### src/rtl/weighted_mean_seq_pkg.sv
// Shared types and sizing helpers for the weighted-mean sequencer.
package weighted_mean_pkg;

    // Controller phases: wait for a vector, accumulate lanes, divide, hold result.
    typedef enum logic [1:0] {
        IDLE   = 2'd0,
        ACCUM  = 2'd1,
        DIVIDE = 2'd2,
        DONE   = 2'd3
    } state_e;

    // Numerator width: full product plus headroom for summing n_input products.
    function automatic int acc_w(input int n_input, input int size);
        return 2 * size + $clog2(n_input);
    endfunction

    // Bit offset of a lane inside a flattened lane vector.
    function automatic int lane_lsb(input int lane, input int size);
        return lane * size;
    endfunction

endpackage

### src/rtl/weighted_mean_seq_if.sv
// Vector-in / result-out handshake bundle for the weighted-mean sequencer.
interface weighted_mean_seq_if
    import weighted_mean_pkg::*;
#(
    parameter int N_INPUT = 4,
    parameter int SIZE    = 32
);
    logic                      in_valid;
    logic                      in_ready;
    logic [N_INPUT*SIZE-1:0]   in;
    logic [N_INPUT*SIZE-1:0]   weight;
    logic                      out_valid;
    logic                      out_ready;
    logic [SIZE-1:0]           mean;
    logic                      div_zero;
    logic                      busy;

    // Upstream/downstream side: offers vectors, consumes results.
    modport master (
        output in_valid, in, weight, out_ready,
        input  in_ready, out_valid, mean, div_zero, busy
    );

    // Sequencer side.
    modport slave (
        input  in_valid, in, weight, out_ready,
        output in_ready, out_valid, mean, div_zero, busy
    );
endinterface

### src/rtl/wm_serial_div.sv
// Serial restoring divider: one quotient bit per step, MSB first.
// start loads operands; each step consumes one dividend bit; done rises
// after the last step and stays high until the next start.
module wm_serial_div
    import weighted_mean_pkg::*;
#(
    parameter int DIVIDEND_W = 66,
    parameter int DIVISOR_W  = 34
) (
    input  logic                  clk,
    input  logic                  reset,
    input  logic                  start,
    input  logic                  step,
    input  logic [DIVIDEND_W-1:0] dividend,
    input  logic [DIVISOR_W-1:0]  divisor,
    output logic [DIVIDEND_W-1:0] quotient,
    output logic                  done
);
    localparam int CNT_W = $clog2(DIVIDEND_W);

    logic [DIVIDEND_W-1:0] dvd_q, dvd_d;
    logic [DIVISOR_W-1:0]  dvs_q, dvs_d;
    logic [DIVISOR_W-1:0]  rem_q, rem_d;
    logic [DIVIDEND_W-1:0] quo_q, quo_d;
    logic [CNT_W-1:0]      bit_cnt_q, bit_cnt_d;
    logic                  done_q, done_d;

    // Partial remainder with the next dividend bit shifted in; one bit wider
    // than the divisor because it can reach just under twice the divisor.
    logic [DIVISOR_W:0]    rem_shift;
    logic                  fits;

    assign rem_shift = {rem_q, dvd_q[DIVIDEND_W-1]};
    assign fits      = (rem_shift >= {1'b0, dvs_q});

    // Load on start, otherwise perform one restoring step per step pulse.
    always_comb begin
        dvd_d     = dvd_q;
        dvs_d     = dvs_q;
        rem_d     = rem_q;
        quo_d     = quo_q;
        bit_cnt_d = bit_cnt_q;
        done_d    = done_q;
        if (start) begin
            dvd_d     = dividend;
            dvs_d     = divisor;
            rem_d     = '0;
            quo_d     = '0;
            bit_cnt_d = CNT_W'(DIVIDEND_W - 1);
            done_d    = 1'b0;
        end else if (step && !done_q) begin
            // When it fits the true difference is below the divisor, so the
            // narrow subtraction is exact.
            rem_d = fits ? (rem_shift[DIVISOR_W-1:0] - dvs_q) : rem_shift[DIVISOR_W-1:0];
            quo_d = {quo_q[DIVIDEND_W-2:0], fits};
            dvd_d = {dvd_q[DIVIDEND_W-2:0], 1'b0};
            if (bit_cnt_q == '0) begin
                done_d = 1'b1;
            end else begin
                bit_cnt_d = bit_cnt_q - 1'b1;
            end
        end
    end

    // Divider state registers.
    always_ff @(posedge clk) begin
        if (reset) begin
            dvd_q     <= '0;
            dvs_q     <= '0;
            rem_q     <= '0;
            quo_q     <= '0;
            bit_cnt_q <= '0;
            done_q    <= 1'b0;
        end else begin
            dvd_q     <= dvd_d;
            dvs_q     <= dvs_d;
            rem_q     <= rem_d;
            quo_q     <= quo_d;
            bit_cnt_q <= bit_cnt_d;
            done_q    <= done_d;
        end
    end

    assign quotient = quo_q;
    assign done     = done_q;

endmodule

### src/rtl/weighted_mean_seq.sv
// Weighted-mean sequencer: one shared multiplier walks the lanes to build
// sum(in*weight) and sum(weight), then a serial divider forms the truncated
// quotient, which is held on a valid/ready output until taken.
module weighted_mean_seq
    import weighted_mean_pkg::*;
#(
    parameter int N_INPUT = 4,
    parameter int SIZE    = 32
) (
    input  logic                clk,
    input  logic                reset,
    input  logic                enable,
    weighted_mean_seq_if.slave  bus
);
    localparam int ACC_W  = acc_w(N_INPUT, SIZE);
    localparam int DEN_W  = SIZE + $clog2(N_INPUT);
    localparam int CNT_W  = $clog2(N_INPUT);
    localparam int PROD_W = 2 * SIZE;

    state_e                  state_q, state_d;
    logic [N_INPUT*SIZE-1:0] in_q, in_d;
    logic [N_INPUT*SIZE-1:0] weight_q, weight_d;
    logic [ACC_W-1:0]        num_q, num_d;
    logic [DEN_W-1:0]        den_q, den_d;
    logic [CNT_W-1:0]        lane_cnt_q, lane_cnt_d;
    logic [SIZE-1:0]         mean_q, mean_d;
    logic                    div_zero_q, div_zero_d;
    logic                    out_valid_q, out_valid_d;

    logic [SIZE-1:0]         lane_in;
    logic [SIZE-1:0]         lane_w;
    logic [PROD_W-1:0]       prod;
    logic [ACC_W-1:0]        num_sum;
    logic [DEN_W-1:0]        den_sum;
    logic                    last_lane;

    logic                    div_start;
    logic                    div_step;
    logic                    div_done;
    logic [ACC_W-1:0]        quotient;

    // The mean never exceeds the largest sample, so the upper quotient bits
    // are zero; a non-zero upper part (or a zero divisor) saturates to all-ones.
    function automatic logic [SIZE-1:0] saturate_mean(input logic [ACC_W-1:0] q,
                                                      input logic den_is_zero);
        if (den_is_zero || ((q >> SIZE) != '0)) begin
            return '1;
        end
        return q[SIZE-1:0];
    endfunction

    assign lane_in   = in_q[lane_lsb(int'(lane_cnt_q), SIZE) +: SIZE];
    assign lane_w    = weight_q[lane_lsb(int'(lane_cnt_q), SIZE) +: SIZE];
    assign prod      = PROD_W'(lane_in) * PROD_W'(lane_w);
    assign num_sum   = num_q + ACC_W'(prod);
    assign den_sum   = den_q + DEN_W'(lane_w);
    assign last_lane = (lane_cnt_q == CNT_W'(N_INPUT - 1));

    // Next-state and datapath control; enable gates work, not the output transfer.
    always_comb begin
        state_d     = state_q;
        in_d        = in_q;
        weight_d    = weight_q;
        num_d       = num_q;
        den_d       = den_q;
        lane_cnt_d  = lane_cnt_q;
        mean_d      = mean_q;
        div_zero_d  = div_zero_q;
        out_valid_d = out_valid_q;
        div_start   = 1'b0;
        div_step    = 1'b0;
        unique case (state_q)
            IDLE: begin
                if (bus.in_valid && enable) begin
                    in_d       = bus.in;
                    weight_d   = bus.weight;
                    num_d      = '0;
                    den_d      = '0;
                    lane_cnt_d = '0;
                    state_d    = ACCUM;
                end
            end
            ACCUM: begin
                if (enable) begin
                    num_d      = num_sum;
                    den_d      = den_sum;
                    lane_cnt_d = lane_cnt_q + 1'b1;
                    if (last_lane) begin
                        // The divider loads the final sums on the same edge.
                        lane_cnt_d = '0;
                        div_start  = 1'b1;
                        state_d    = DIVIDE;
                    end
                end
            end
            DIVIDE: begin
                if (enable) begin
                    if (den_q == '0) begin
                        mean_d      = saturate_mean(quotient, 1'b1);
                        div_zero_d  = 1'b1;
                        out_valid_d = 1'b1;
                        state_d     = DONE;
                    end else if (div_done) begin
                        mean_d      = saturate_mean(quotient, 1'b0);
                        div_zero_d  = 1'b0;
                        out_valid_d = 1'b1;
                        state_d     = DONE;
                    end else begin
                        div_step = 1'b1;
                    end
                end
            end
            DONE: begin
                if (bus.out_ready) begin
                    out_valid_d = 1'b0;
                    state_d     = IDLE;
                end
            end
            default: state_d = IDLE;
        endcase
    end

    // State, operand and result registers.
    always_ff @(posedge clk) begin
        if (reset) begin
            state_q     <= IDLE;
            in_q        <= '0;
            weight_q    <= '0;
            num_q       <= '0;
            den_q       <= '0;
            lane_cnt_q  <= '0;
            mean_q      <= '0;
            div_zero_q  <= 1'b0;
            out_valid_q <= 1'b0;
        end else begin
            state_q     <= state_d;
            in_q        <= in_d;
            weight_q    <= weight_d;
            num_q       <= num_d;
            den_q       <= den_d;
            lane_cnt_q  <= lane_cnt_d;
            mean_q      <= mean_d;
            div_zero_q  <= div_zero_d;
            out_valid_q <= out_valid_d;
        end
    end

    wm_serial_div #(
        .DIVIDEND_W (ACC_W),
        .DIVISOR_W  (DEN_W)
    ) u_div (
        .clk      (clk),
        .reset    (reset),
        .start    (div_start),
        .step     (div_step),
        .dividend (num_sum),
        .divisor  (den_sum),
        .quotient (quotient),
        .done     (div_done)
    );

    assign bus.in_ready  = (state_q == IDLE) && enable;
    assign bus.out_valid = out_valid_q;
    assign bus.mean      = mean_q;
    assign bus.div_zero  = div_zero_q;
    assign bus.busy      = (state_q != IDLE);

endmodule

### src/flat_wrapper.sv
// flat-port wrapper written by rule: the top's interface ports become plain ports
module weighted_mean_seq_flat import weighted_mean_pkg::*;
#(
    parameter int N_INPUT = 4,
    parameter int SIZE    = 32
)
  (clk, reset, enable, bus_in_valid, bus_in, bus_weight, bus_out_ready, bus_in_ready, bus_out_valid, bus_mean, bus_div_zero, bus_busy);
  weighted_mean_seq_if #(.N_INPUT(N_INPUT), .SIZE(SIZE)) bus_i ();
  input  logic clk;
  input  logic reset;
  input  logic enable;
  input wire logic [$bits(bus_i.in_valid)-1:0] bus_in_valid;
  input wire logic [$bits(bus_i.in)-1:0] bus_in;
  input wire logic [$bits(bus_i.weight)-1:0] bus_weight;
  input wire logic [$bits(bus_i.out_ready)-1:0] bus_out_ready;
  output wire logic [$bits(bus_i.in_ready)-1:0] bus_in_ready;
  output wire logic [$bits(bus_i.out_valid)-1:0] bus_out_valid;
  output wire logic [$bits(bus_i.mean)-1:0] bus_mean;
  output wire logic [$bits(bus_i.div_zero)-1:0] bus_div_zero;
  output wire logic [$bits(bus_i.busy)-1:0] bus_busy;
  assign bus_i.in_valid = bus_in_valid;
  assign bus_i.in = bus_in;
  assign bus_i.weight = bus_weight;
  assign bus_i.out_ready = bus_out_ready;
  assign bus_in_ready = bus_i.in_ready;
  assign bus_out_valid = bus_i.out_valid;
  assign bus_mean = bus_i.mean;
  assign bus_div_zero = bus_i.div_zero;
  assign bus_busy = bus_i.busy;
  weighted_mean_seq #(.N_INPUT(N_INPUT), .SIZE(SIZE)) u_core (.clk(clk), .reset(reset), .enable(enable), .bus(bus_i));
endmodule
### config.mk
export PLATFORM = sky130hd
export DESIGN_NAME = weighted_mean_seq_flat
export DESIGN_NICKNAME = d
export VERILOG_FILES = /design/src/rtl/weighted_mean_seq_pkg.sv /design/src/rtl/weighted_mean_seq_if.sv /design/src/rtl/wm_serial_div.sv /design/src/rtl/weighted_mean_seq.sv /design/src/flat_wrapper.sv
export SDC_FILE = /design/constraint.sdc
export NUM_CORES = 2
export LEC_CHECK = 0
export CAP_MARGIN = 20
export CORE_MARGIN = 1
export CORE_UTILIZATION = 45
export DETAILED_ROUTE_END_ITERATION = 16
export GPL_TIMING_DRIVEN = 0
export SYNTH_ARGS = -nofsm -noshare
export SYNTH_HDL_FRONTEND = slang
export SYNTH_SLANG_ARGS = --single-unit
### constraint.sdc
create_clock -name clk -period 19.7 [get_ports clk]
set_clock_uncertainty 0.15 [all_clocks]
set_input_delay 3.94 -clock clk [delete_from_list [all_inputs] [get_ports clk]]
set_output_delay 3.94 -clock clk [all_outputs]
set_load 0.02 [all_outputs]
==> flow_metrics.env <==
export IMPL_outcome="completed"
export IMPL_layout_nets=9300
export IMPL_async_reset_ff_share_pct=0
export IMPL_ios=297
export IMPL_gr_max_usage_layer="met2"
export IMPL_cp_max_fo=10
export IMPL_holdPathStages=2
export IMPL_rrSetupSlack_ns=7.08
export IMPL_max_slew_margin_pct=15.1
export IMPL_gr_usage_met3_pct=9.13
export IMPL_maxCapViolCount=0
export IMPL_final_common_cell="nand2_1"
export IMPL_post_place_ws_ns=7.54
export IMPL_antenna_found_initial=12
export IMPL_fin_crit_sh_pct=64.1
export IMPL_ctsHoldBuffers=0
export IMPL_finalWeightedCongestion=1.02
export IMPL_first_global_vias=52927
export IMPL_clockBufferDepth=3
export IMPL_numCtsBuffers=71
export IMPL_postCtsSetupBuffers=0
export IMPL_yosysSeqAreaShare_pct=19.6
export IMPL_reg2reg_depth=33
export IMPL_htreeDepth=3
export IMPL_grt_pass1_wl_mm=344
export IMPL_ys_flop_type="dfxtp_1"
export IMPL_drive_above_1_share_pct=3.64
export IMPL_report_final_slew_viol_count=0
export IMPL_grt_overflow_total=0
export IMPL_syn_nets=8895
export IMPL_critical_path_max_stage_delay_ns=0.80
export IMPL_power_density_nw_per_um2=63.8
export IMPL_grt_max_degree=14
export IMPL_place_area_sq_um=67000
export IMPL_hold_path_class="flip-flop to flip-flop"
export IMPL_start_util_pct=45.4
export IMPL_final_setup_viol_count=0
export IMPL_max_freq_mhz=79.2
export IMPL_grtUsageMet2_pct=51.9
export IMPL_io_buffer_count=295
export IMPL_min_from="u_core.num_q[3]"
export IMPL_min_to="u_core.num_q[3]"
export IMPL_p_leak_nw=31.1
export IMPL_synth_top_area_share_pct=31.4
export IMPL_final_cell_mix="nand2_1 (1550), inv_1 (1172), fa_1 (964), dfxtp_1 (602), nor2_1 (538)"
export IMPL_avgRoutedWirePerCell_microns=24.8
export IMPL_synth_area_leaders="fa_1 (31%), dfxtp_1 (20%), nand2_1 (9.5%), inv_1 (7.2%), ha_1 (6.6%)"
export IMPL_fp_dieArea_sq_um=138000
export IMPL_first_iter_violations=5039
export IMPL_vias_per_cell=5.60
export IMPL_drt_wl_total_mm=238
export IMPL_cts_sinks=602
export IMPL_clk_pin_slew_ns=0.06
export IMPL_synth_avg_cell_area_sq_um=8.37
export IMPL_crit_top_cell="fa_1"
export IMPL_die_w_microns=371
export IMPL_cts_resized=0
export IMPL_dp_hpwl_mm=199
export IMPL_clk_latency_ns=0.70
export IMPL_antenna_left=0
export IMPL_ys_types=78
export IMPL_setup_ws_ns=7.08
export IMPL_core_sq_um=135000
export IMPL_setup_tns_ns=0
export IMPL_critPathLaunchType="flip-flop"
export IMPL_fin_util_pct=51.3
export IMPL_area_delta_synth_final_pct=13.1
export IMPL_cts_tree="built"
export IMPL_rsz0062_at_grt="false"
export IMPL_yosysWarnings=0
export IMPL_row_count=135
export IMPL_slowest_stage="clkbuf_1"
export IMPL_via_count=53640
export IMPL_synth_seq_cells=602
export IMPL_fp_dieH_microns=371
export IMPL_use_met1_pct=46.4
export IMPL_worst_pin_slew_ns=1.26
export IMPL_post_route_min_period_ns=12.62
export IMPL_reg2reg_from="u_core.lane_cnt_q[0]"
export IMPL_drtPass1Iterations=6
export IMPL_required_ns=20.15
export IMPL_final_hold_viol_count=0
export IMPL_syn_area_sq_um=61400
export IMPL_clockRootBuffer="clkbuf_16"
export IMPL_design_area_sq_um=69500
export IMPL_critPathArrivalTime_ns=13.07
export IMPL_syn_inst=7344
export IMPL_synth_edf_count=0
export IMPL_crit_type="flip-flop to flip-flop"
export IMPL_ir_drop_mv=0.0731
export IMPL_rr_endpoint="u_core.u_div.dvd_q[52]"
export IMPL_cp_end_kind="flip-flop"
export IMPL_synth_area_leader_cell="fa_1"
export IMPL_drc_errors=0
export IMPL_grt_util_all_layers_pct=34.4
flip-flops by register name, indices dropped and copies added (netlist names):
signal                  flops
u_core.weight_q           128
u_core.den_q               34
u_core.num_q               66
u_core.state_q              2
u_core.u_div.quotient      66
u_core.u_div.bit_cnt_q      7
u_core.u_div.dvd_q         66
u_core.bus.mean            32
u_core.u_div.done           1
u_core.in_q               128
u_core.lane_cnt_q           2
u_core.bus.div_zero         1
u_core.u_div.rem_q         34
u_core.bus.out_valid        1
u_core.u_div.dvs_q         34
worst max-delay path by stage:
stage                               startpoint                      to  slack [ns]  cells after the start
after floorplan           u_core.lane_cnt_q[0]  u_core.u_div.dvd_q[65]       10.78                     34
after global placement    u_core.lane_cnt_q[0]  u_core.u_div.dvd_q[52]        7.08                     31
after detailed placement  u_core.lane_cnt_q[0]  u_core.u_div.dvd_q[52]        7.54                     33
after CTS                 u_core.lane_cnt_q[0]  u_core.u_div.dvd_q[52]        7.49                     33
after global routing      u_core.lane_cnt_q[0]  u_core.u_div.dvd_q[52]        6.88                     33
final                     u_core.lane_cnt_q[0]  u_core.u_div.dvd_q[52]        7.08                     33
layer usage:
layer | vias to the layer above | routed length, microns | share of wire, %
met4 | 2 | 11000 | 4.6
met5 | - | 13 | 0.0055
met1 | 27107 | 98900 | 42
met3 | 463 | 22800 | 9.6
li1 | 23751 | - | -
met2 | 2317 | 105000 | 44
synth_stat cells (14+ instances only):
library cell,number
a211oi_1,22
a21o_1,88
a21oi_1,522
a22o_1,40
a22oi_1,42
a311oi_1,54
a31oi_1,24
and2_1,123
and3_1,25
buf_1,24
clkbuf_1,406
dfxtp_1,602
fa_1,964
ha_1,326
inv_1,1172
mux2_2,46
mux2i_1,73
mux4_2,19
nand2_1,1550
nand3_1,56
nand4_1,34
nor2_1,538
nor3_1,36
nor4_1,22
o211ai_1,14
o21a_1,43
o21ai_0,116
o21ai_1,35
o21bai_1,26
o221a_2,34
xnor2_1,76
xor2_1,45
power by group:
group,internal [W],switching (W),total [W],leakage (nW)
Sequential,0.00129,0.0000453,0.00134,4.87
Clock,0.000765,0.000575,0.00134,1.15
Combinational,0.000531,0.00122,0.00175,25.1
Total,0.00259,0.00184,0.00443,31.1
area by class of cell:
cell class,instances,area (sq um)
Multi-Input combinational cell,5120,43300
Clock inverter,22,364
Tap cell,1781,2230
Fill cell,13272,66000
Timing Repair Buffer,332,3380
Clock buffer,99,2010
Sequential cell,602,12100
Antenna cell,8,20.0
Inverter,1176,4410
Buffer,446,1720
logic make-up (layout without fill, tap and decap cells):
group / count (synthesis) / count (layout) / synth area share (%)
xor gates and xnor gates: 121 / 121 / 1.73
adders and majority gates: 1290 / 1290 / 38.1
buffers and inverters: 1622 / 2075 / 9.99
DFF: 602 / 602 / 19.6
other: 0 / 8 / 0
and+or+nand+nor: 2440 / 2440 / 16.3
AOI/OAI and AO/OA: 1131 / 1131 / 11.6
muxes: 138 / 138 / 2.73
worst max-delay path, delay by kind of cell (launching register included):
| kind | cells | cell delay (ns) |
|---|---|---|
| xor gates and xnor gates | 1 | 0.42 |
| and+or+nand+nor | 4 | 0.71 |
| buffers and inverters | 10 | 3.06 |
| muxes | 1 | 0.31 |
| DFF | 1 | 0.55 |
| AOI/OAI and AO/OA | 8 | 2.87 |
| adders and majority gates | 9 | 4.42 |
through the flow:
stage                     hold slack [ns]  total power (W)  instances
final                               0.302          0.00443       9586
after global routing                0.318          0.00462       9578
after CTS                           0.302          0.00440       9574
after detailed placement            0.294          0.00306       9453
after global placement              0.290          0.00303       9420
after floorplan                     0.282          0.00233       7344
Power figures use the tool's default switching activity.
